===== config.mk =====
export PLATFORM = sky130hd
export DESIGN_NAME = event_q_arbiter
export DESIGN_NICKNAME = d
export VERILOG_FILES = /design/src/rtl/pdes_pkg.sv /design/src/rtl/rr_arbiter.sv /design/src/rtl/event_q_arbiter.sv
export SDC_FILE = /design/constraint.sdc
export NUM_CORES = 1
export LEC_CHECK = 0
export ABC_AREA = 1
export CAP_MARGIN = 10
export CORE_ASPECT_RATIO = 0.7
export CORE_MARGIN = 8
export CORE_UTILIZATION = 25
export CTS_BUF_LIST = sky130_fd_sc_hd__clkbuf_8 sky130_fd_sc_hd__clkbuf_16
export DETAILED_ROUTE_END_ITERATION = 8
export GPL_ROUTABILITY_DRIVEN = 0
export SYNTH_ARGS = -nofsm -noshare
export SYNTH_HDL_FRONTEND = slang
export SYNTH_SLANG_ARGS = --single-unit

===== constraint.sdc =====
create_clock -name CLK -period 4.3 [get_ports CLK]
set_clock_uncertainty 0.05 [all_clocks]
set_input_delay 0.645 -clock CLK [delete_from_list [all_inputs] [get_ports CLK]]
set_output_delay 0.645 -clock CLK [all_outputs]
set_load 0.01 [all_outputs]

===== src/rtl/pdes_pkg.sv =====
// pdes_pkg: shared definitions for the event-queue front end and prio_q.
//   DWIDTH  - event word width
//   HDEPTH  - occupancy count width
//   QCAP    - queue capacity (2^HDEPTH - 1)
//   q_op_t  - operation presented to prio_q in a given cycle
package pdes_pkg;

    localparam int DWIDTH = 14;
    localparam int HDEPTH = 5;
    localparam int QCAP   = (1 << HDEPTH) - 1;

    typedef enum logic [1:0] {
        IDLE = 2'd0,
        ENQ  = 2'd1,
        DEQ  = 2'd2
    } q_op_t;

endpackage


===== src/rtl/rr_arbiter.sv =====
// rr_arbiter: combinational round-robin pick over N requesters.
//   req - request vector
//   ptr - highest-priority index for this cycle
//   gnt - one-hot grant (all zero when no request)
//   idx - index of the granted requester (0 when no request)
module rr_arbiter #(
    parameter int N = 4,
    localparam int PW = (N > 1) ? $clog2(N) : 1
) (
    input  logic [N-1:0]  req,
    input  logic [PW-1:0] ptr,
    output logic [N-1:0]  gnt,
    output logic [PW-1:0] idx
);

    int   c;
    logic found;

    // Scan N positions starting at ptr, wrapping; the first requester wins.
    always_comb begin
        gnt   = '0;
        idx   = '0;
        found = 1'b0;
        c     = 0;
        for (int i = 0; i < N; i++) begin
            c = int'(ptr) + i;
            if (c >= N) c = c - N;
            if (!found && req[c]) begin
                found  = 1'b1;
                gnt[c] = 1'b1;
                idx    = PW'(c);
            end
        end
    end

endmodule


===== src/rtl/event_q_arbiter.sv =====
// event_q_arbiter: merges core event inserts and dispatcher pops onto the
// single enq/deq port of prio_q, one op per cycle, with its own occupancy
// count guarding overflow/underflow.
//   CLK, rst_n           - clock, async active-low reset
//   ev_valid/ev_data     - per-core event offers; ev_ready is the comb grant
//   pop_req/pop_gnt      - dispatcher pop request and comb acceptance
//   pop_valid/pop_data   - popped minimum, valid pulse 2 cycles after grant
//   q_enq/q_deq/q_inp_data - registered drive to prio_q
//   q_out_data           - prio_q current minimum
//   occ/full/empty       - occupancy status
module event_q_arbiter #(
    parameter int NCORE  = 4,
    parameter int DWIDTH = pdes_pkg::DWIDTH,
    parameter int HDEPTH = pdes_pkg::HDEPTH,
    parameter int QCAP   = pdes_pkg::QCAP
) (
    input  logic                    CLK,
    input  logic                    rst_n,
    input  logic [NCORE-1:0]        ev_valid,
    input  logic [NCORE*DWIDTH-1:0] ev_data,
    output logic [NCORE-1:0]        ev_ready,
    input  logic                    pop_req,
    output logic                    pop_gnt,
    output logic                    pop_valid,
    output logic [DWIDTH-1:0]       pop_data,
    output logic                    q_enq,
    output logic                    q_deq,
    output logic [DWIDTH-1:0]       q_inp_data,
    input  logic [DWIDTH-1:0]       q_out_data,
    output logic [HDEPTH-1:0]       occ,
    output logic                    full,
    output logic                    empty
);

    import pdes_pkg::*;

    localparam int PW = (NCORE > 1) ? $clog2(NCORE) : 1;

    logic [PW-1:0]     rr_ptr;
    logic [PW-1:0]     win_idx;
    logic [NCORE-1:0]  win_gnt;
    logic [DWIDTH-1:0] win_data;
    q_op_t             op;
    q_op_t             last_op;
    logic              can_enq, can_deq, enq_cand, deq_cand;
    // deq_pipe[1] is the DEQ presented to prio_q, deq_pipe[2] the result pulse.
    logic [2:1]        deq_pipe;

    rr_arbiter #(.N(NCORE)) u_rr (
        .req (ev_valid),
        .ptr (rr_ptr),
        .gnt (win_gnt),
        .idx (win_idx)
    );

    assign win_data = ev_data[int'(win_idx)*DWIDTH +: DWIDTH];

    assign can_enq  = occ < HDEPTH'(QCAP);
    assign can_deq  = occ != '0;
    assign enq_cand = (|ev_valid) & can_enq;
    assign deq_cand = pop_req & can_deq;

    // Under contention the op alternates; last_op resets to ENQ so the first
    // contention goes to DEQ. Handshakes are suppressed while in reset.
    always_comb begin
        op = IDLE;
        if (!rst_n)
            op = IDLE;
        else if (deq_cand && (!enq_cand || last_op == ENQ))
            op = DEQ;
        else if (enq_cand)
            op = ENQ;
    end

    assign ev_ready = (op == ENQ) ? win_gnt : '0;
    assign pop_gnt  = (op == DEQ);

    assign q_deq     = deq_pipe[1];
    assign pop_valid = deq_pipe[2];
    assign full      = occ == HDEPTH'(QCAP);
    assign empty     = occ == '0;

    always_ff @(posedge CLK or negedge rst_n) begin
        if (!rst_n) begin
            q_enq      <= 1'b0;
            deq_pipe   <= '0;
            q_inp_data <= '0;
            pop_data   <= '0;
            occ        <= '0;
            rr_ptr     <= '0;
            last_op    <= ENQ;
        end else begin
            q_enq    <= (op == ENQ);
            deq_pipe <= {deq_pipe[1], op == DEQ};
            // prio_q performs the DEQ at this edge; its pre-pop minimum is the result.
            if (deq_pipe[1])
                pop_data <= q_out_data;
            case (op)
                ENQ: begin
                    q_inp_data <= win_data;
                    occ        <= occ + 1'b1;
                    rr_ptr     <= (win_idx == PW'(NCORE - 1)) ? '0 : win_idx + 1'b1;
                    last_op    <= ENQ;
                end
                DEQ: begin
                    occ     <= occ - 1'b1;
                    last_op <= DEQ;
                end
                default: ;
            endcase
        end
    end

endmodule


# ---- Word-level counts from Yosys, hierarchy flattened
# Index checks and enable logic that the tools add are counted.
dict set report word_totals {
  ff_bits 40
  latchBits 0
  mem_bits_rw 0
  mem_bits_ro 0
  in_bits 77
  out_inout_bits 43
  elab_cells 101
  mem_count 0
}
dict set report op_classes {
  add_sub_neg 10
  mul 1
  div 0
  order_cmp 13
  n_eq_ne 5
  shifts 1
  muxes 42
  n_bitwise 5
  n_reduce_logical 17
}
# cell n
set ops {}
lappend ops {{$ge A32 B1 Y1 const B} 4}
lappend ops {{$lt A32 B4 Y1 const B} 4}
lappend ops {{$mux W32} 4}
lappend ops {{$ge A32 B4 Y1 const B} 3}
lappend ops {{$sub A32 B4 Y32 const B} 3}
lappend ops {{$shiftx A56 B7 Y14} 1}
lappend ops {{$mux W4} 5}
lappend ops {{$mux W1} 16}
lappend ops {{$mux W2} 7}
lappend ops {{$or A4 B4 Y4} 3}
lappend ops {{$pmux W5 S2} 1}
lappend ops {{$bmux W1 S2} 4}
lappend ops {{$demux W1 S2} 4}
lappend ops {{$logic_and A1 B1 Y1} 8}
lappend ops {{$add A2 B2 Y3 const B} 2}
lappend ops {{$add A5 B1 Y5 const B} 1}
lappend ops {{$eq A5 B5 Y1 const B} 1}
lappend ops {{$logic_not A5 Y1} 1}
lappend ops {{$lt A5 B5 Y1 const B} 1}
lappend ops {{$mul A2 B3 Y5 const B} 1}
lappend ops {{$reduce_bool A5 Y1} 1}
lappend ops {{$sub A5 B1 Y5 const B} 1}
lappend ops {{$eq A2 B1 Y1 const B} 2}
lappend ops {{$eq A2 B2 Y1 const B} 2}
lappend ops {{10 further kinds} 14}

# ---- Depth between registers and ports, before layout
dict set report logic_depth {
  ltp_word 17
  mapped_depth 19
}

# ---- Hierarchy
# Synthesis repeated with hierarchy kept, for this count alone.
dict set report hier_totals {
  cells_unflattened 379
  hier_area_um2 2781.4
}
# module n_inst cells_per_inst area_each_um2 seq_area_each_um2
set by_module_without_submodules {}
lappend by_module_without_submodules {event_q_arbiter 1 294 2228.4 1002.2}
lappend by_module_without_submodules {rr_arbiter 1 85 553.0 0.0}

# ---- Worst setup path before layout
# No wires, ideal clock.
dict set report synth_path {
  kind {reg-to-reg}
  startpoint {reg occ[0]}
  endpoint {reg occ[4]}
  t_arrival_ns 2.598
  required_time_ns 4.122
  setup_slack_ns 1.525
  stages_incl_launch_ff 18
  path_buffers 0
  synth_period_minus_slack_ns 2.775
  cell_sequence {dfrtp_1 -> nor4_1 -> inv_1 -> nand2_1 -> inv_1 -> nand2_1 -> inv_1 -> nand2_1 -> inv_1 -> ha_1 -> ha_1 -> nand2_1 -> nor2_1 -> a211oi_1 -> nand2_1 -> nand2_1 -> nor2_1 -> xor2_1}
}
dict set report synth_via {
  elab_chain_cells 9
}
# item line
set synth_lines {}
lappend synth_lines {{from (decl)} event_q_arbiter.sv:30} ;# output logic [HDEPTH-1:0] occ,
lappend synth_lines {{from (signal assigned)} event_q_arbiter.sv:101} ;# occ <= occ + 1'b1;
lappend synth_lines {{from (signal assigned)} event_q_arbiter.sv:106} ;# occ <= occ - 1'b1;
lappend synth_lines {{$lt A5 B5 Y1} event_q_arbiter.sv:58} ;# assign can_enq = occ < HDEPTH'(QCAP);
lappend synth_lines {{$and A1 B1 Y1} event_q_arbiter.sv:60} ;# assign enq_cand = (|ev_valid) & can_enq;
lappend synth_lines {{$logic_not A1 Y1} event_q_arbiter.sv:69} ;# else if (deq_cand && (!enq_cand || last_op == ENQ))
lappend synth_lines {{$logic_or A1 B1 Y1} event_q_arbiter.sv:69}
lappend synth_lines {{$logic_and A1 B1 Y1} event_q_arbiter.sv:69}
lappend synth_lines {{$mux W2 *} event_q_arbiter.sv:69}
lappend synth_lines {{$mux W2 *} event_q_arbiter.sv:67} ;# if (!rst_n)
lappend synth_lines {{$eq A2 B2 Y1 *} --}
lappend synth_lines {{via pop_gnt} event_q_arbiter.sv:23} ;# output logic pop_gnt,
lappend synth_lines {{$pmux W5 S2 or $reduce_bool A2 Y1 (tied branches)} --}
# The timed path passes the listed nets; every way through them passes the cells marked *.
# A chain may end at the register's enable or synchronous reset.

# ---- Final worst setup path
dict set report layout_path {
  startpoint {in ev_valid[0]}
  endpoint {out pop_gnt}
}
dict set report layout_via {
  elab_chain_cells 8
}
# item line
set layout_lines {}
lappend layout_lines {{from (decl)} event_q_arbiter.sv:19} ;# input logic [NCORE-1:0] ev_valid,
lappend layout_lines {{$reduce_or A4 Y1 *} event_q_arbiter.sv:60}
lappend layout_lines {{$and A1 B1 Y1 *} event_q_arbiter.sv:60}
lappend layout_lines {{$logic_not A1 Y1} event_q_arbiter.sv:69}
lappend layout_lines {{$logic_or A1 B1 Y1} event_q_arbiter.sv:69}
lappend layout_lines {{$logic_and A1 B1 Y1} event_q_arbiter.sv:69}
lappend layout_lines {{$mux W2 *} event_q_arbiter.sv:69}
lappend layout_lines {{$mux W2 *} event_q_arbiter.sv:67}
lappend layout_lines {{$eq A2 B2 Y1 *} event_q_arbiter.sv:76} ;# assign pop_gnt = (op == DEQ);
lappend layout_lines {{to (decl)} event_q_arbiter.sv:23}
# Every way passes the cells marked *; elsewhere a longest branch is shown, timed or not.

==> results.cfg <==
[logic_synthesis]
async_flop_share_pct = 100
yosysTopAreaCellShare_pct = 34.3
synth_seq_cells = 40
avgSynthCellArea_sq_um = 6.96
synth_ff_type = dfrtp_1
synthCells = 409
synthTopCellsByArea = dfrtp_1 (34%), nand2_1 (17%), inv_1 (11%), nand3_1 (11%), mux2_2 (5.5%)
ys_warn_count = 0
synth_cell_types = 31
ys_seq_area_share_pct = 35.2
synthesis.area_sq_um = 2850
synth_nets = 496
yosys.area.top_type = dfrtp_1
synth_edf_count = 0

[setup_path]
crit_fanout = 7
cp_slowest_cell = clkdlybuf4s50_1
path_delay_family = buffers and inverters
cpPeakStageDelay_ns = 0.61
reg2reg_to = q_inp_data[10]
cp-start-kind = primary input
cp.depth = 10
path_class = primary input to output pin
worstPathCellList = clkdlybuf4s50_1 -> nor4_1 -> nor2_1 -> o21ai_0 -> nand2_1 -> inv_1 -> nand2_1 -> inv_1 -> ha_1 -> clkdlybuf4s50_1
cp_data_arrival_time_ns = 2.82
crit_path_start = ev_valid[0]
crit_required_ns = 3.61
r2r_slack_ns = 1.05
crit_path_end = pop_gnt
end_kind = output pin
worst-path-buf-inv = 4
r2r_cells = 15

[global_routing]
antenna_found_initial = 0
grt_pass1_wl_mm = 14.1
track_usage_pct = 11.2
grt_max_degree = 41
overflow = 0
grt_pass1_vias = 2838

[power_and_ir_drop]
internal_power_mw = 1.72
switching_share_pct = 47.5
pwr-share-clk_pct = 10.6
seq_power_share_pct = 21.5
p_comb_share_pct = 67.9
p_sw_mw = 1.55
p_per_area_nw_per_um2 = 765
ir_worst_vdd_mv = 0.289
p_leak_nw = 2.23

[layout]
area_delta_synth_final_pct = 50.3
layoutNonFillerInstCount = 677
nFillCells = 1184
drive_gt1_share_pct = 6.87
antenna_cells = 0
layout.nets = 610

[timing]
finalSetupViolCount = 0
finalSetupTns_ns = 0
relSlewSlack_pct = 39.5
rsz0062_at_grt = false
timing.fmax_mhz = 284
finalHoldViolCount = 0
finalCriticalPeriod_ns = 3.52
worst_pin_slew_ns = 0.906
period_share_pct = 81.8
slew_viol_final = 0

[placement]
hpwl_mm = 6.93
io_buffers = 119
place_inst = 669

[min_path]
min_path_type = register to register
hold_start = q_inp_data[7]

[detailed_routing]
dr.pass1.iters = 4
ant_nets = 0
route.detailed.drc = 0
vias = 2923
drt_iter0_drc = 143
via_per_inst = 4.32
wl_per_cell_um = 12.6
wirelength_mm = 8.55

[clock_tree]
cts_buffers = 5
ctsRootBufferMaster = clkbuf_16
clk_pin_slew_ns = 0.06
htreeDepth = 2
worstSkewPairLatency_ns = 0.27
postCtsSetupRepairBufs = 0
cts_resized = 0
cts_tree = yes
hold_buffers = 0
clk_path_buf_depth = 2
cts.sinks = 40

[floorplan]
start_util_pct = 25.7
core_sq_um = 11100
die_h_um = 105
pin_count = 120
rows = 32
die_area_sq_um = 15100
die_x_um = 144

[status]
status = finished clean

[flow_run]
maxCapViolCount = 0
[metrics by stage]
| stage | hold WS, ns | cell area (sq um) | util [%] | setup slack [ns] | power [mW] |
|---|---|---|---|---|---|
| 6_report | 0.429 | 4280 | 38.7 | 0.783 | 3.27 |
| 5_1_grt | 0.453 | 4280 | 38.7 | 0.563 | 3.62 |
| 4_1_cts | 0.434 | 4280 | 38.7 | 0.734 | 3.31 |
| 3_5_place_dp | 0.418 | 4140 | 37.4 | 0.716 | 2.94 |
| 3_3_place_gp | 0.415 | 4140 | 37.4 | 0.825 | 2.89 |
| 2_1_floorplan | 0.299 | 2850 | - | 1.52 | 2.28 |
[kinds of logic after synthesis]
family / count (synthesis) / synth area share (%)
AOI/OAI and AO/OA: 26 / 4.97
xor gates and xnor gates: 4 / 1.23
adders and majority gates: 10 / 4.66
buffers and inverters: 105 / 15.8
DFF: 40 / 35.2
muxes: 14 / 5.54
and+or+nand+nor: 210 / 32.6
[cell type report]
cell class                      instances  area [sq um]  share of cell area (%)
Timing Repair Buffer                  123          1220                    28.4
Clock buffer                            5           125                    2.93
Sequential cell                        40          1000                    23.4
Clock inverter                          3          12.5                   0.293
Inverter                               89           334                    7.81
Multi-Input combinational cell        264          1390                    32.6
Tap cell                              153           191                    4.48
[synth_stat cells, drive strengths merged, types with 2 or more instances]
library cell	instances
mux2	14
xnor2	2
nand4	2
nor4	2
o22ai	3
inv	88
ha	9
buf	13
nor2	9
nand3	66
xor2	2
dfrtp	39
a21oi	7
o21ai	13
clkbuf	3
nand2	130
[power groups by stage]
stage          sequential (mW)  combinational, mW  clock [mW]
3_5_place_dp             0.711               2.23           0
3_3_place_gp             0.704               2.18           0
6_report                 0.702               2.22       0.348
4_1_cts                  0.705               2.24       0.362
2_1_floorplan            0.757               1.52           0
5_1_grt                  0.731               2.51       0.380
[worst min-delay path by stage]
stage	end	cells past startpoint
finish	q_inp_data[7]	2
CTS	q_inp_data[0]	2
detailed placement	q_inp_data[0]	2
global route	q_inp_data[2]	2
floorplan	async pin	0
global placement	q_inp_data[7]	2
[registers in the layout, indices dropped and copies added, names as in the netlist, named ones only]
signal      cells
q_inp_data     14
deq_pipe        2
rr_ptr          1
q_enq           1
occ             5
pop_data       14
last_op         2
[worst min-delay path, cell delays in order, from the launching register on]
cell and delay (ns):
dfrtp_1 0.34, nand2_1 0.05, nand2_1 0.05
[placed cells by master (no fill, tap or decap)]
cell             count
a211oi_1             1
a21boi_0             1
a21oi_1              7
a22oi_1              1
buf_2                1
buf_4                4
clkbuf_16            5
clkdlybuf4s50_1    118
clkinv_1             1
clkinv_2             1
dfrtp_1             39
dfstp_2              1
fa_1                 1
ha_1                 9
inv_1               88
inv_2                2
mux2_2              14
nand2_1            126
nand2_2              2
nand2_4              2
nand3_1             64
nand3_2              2
nand4_1              2
nor2_1               7
nor2_4               2
nor3_1               1
nor4_1               2
o21ai_0             11
o21ai_1              2
o22ai_1              3
xnor2_1              2
xor2_1               2
[metal layers]
layer | GRT usage (%) | wire (um) | vias to the layer above
met3 | 2.66 | 619 | 9
met5 | 0 | 0 | -
met4 | 3.22 | 102 | 0
li1 | - | - | 1490
met1 | 15.0 | 4060 | 1336
met2 | 17.6 | 3770 | 88
Power figures use the tool's default switching activity.
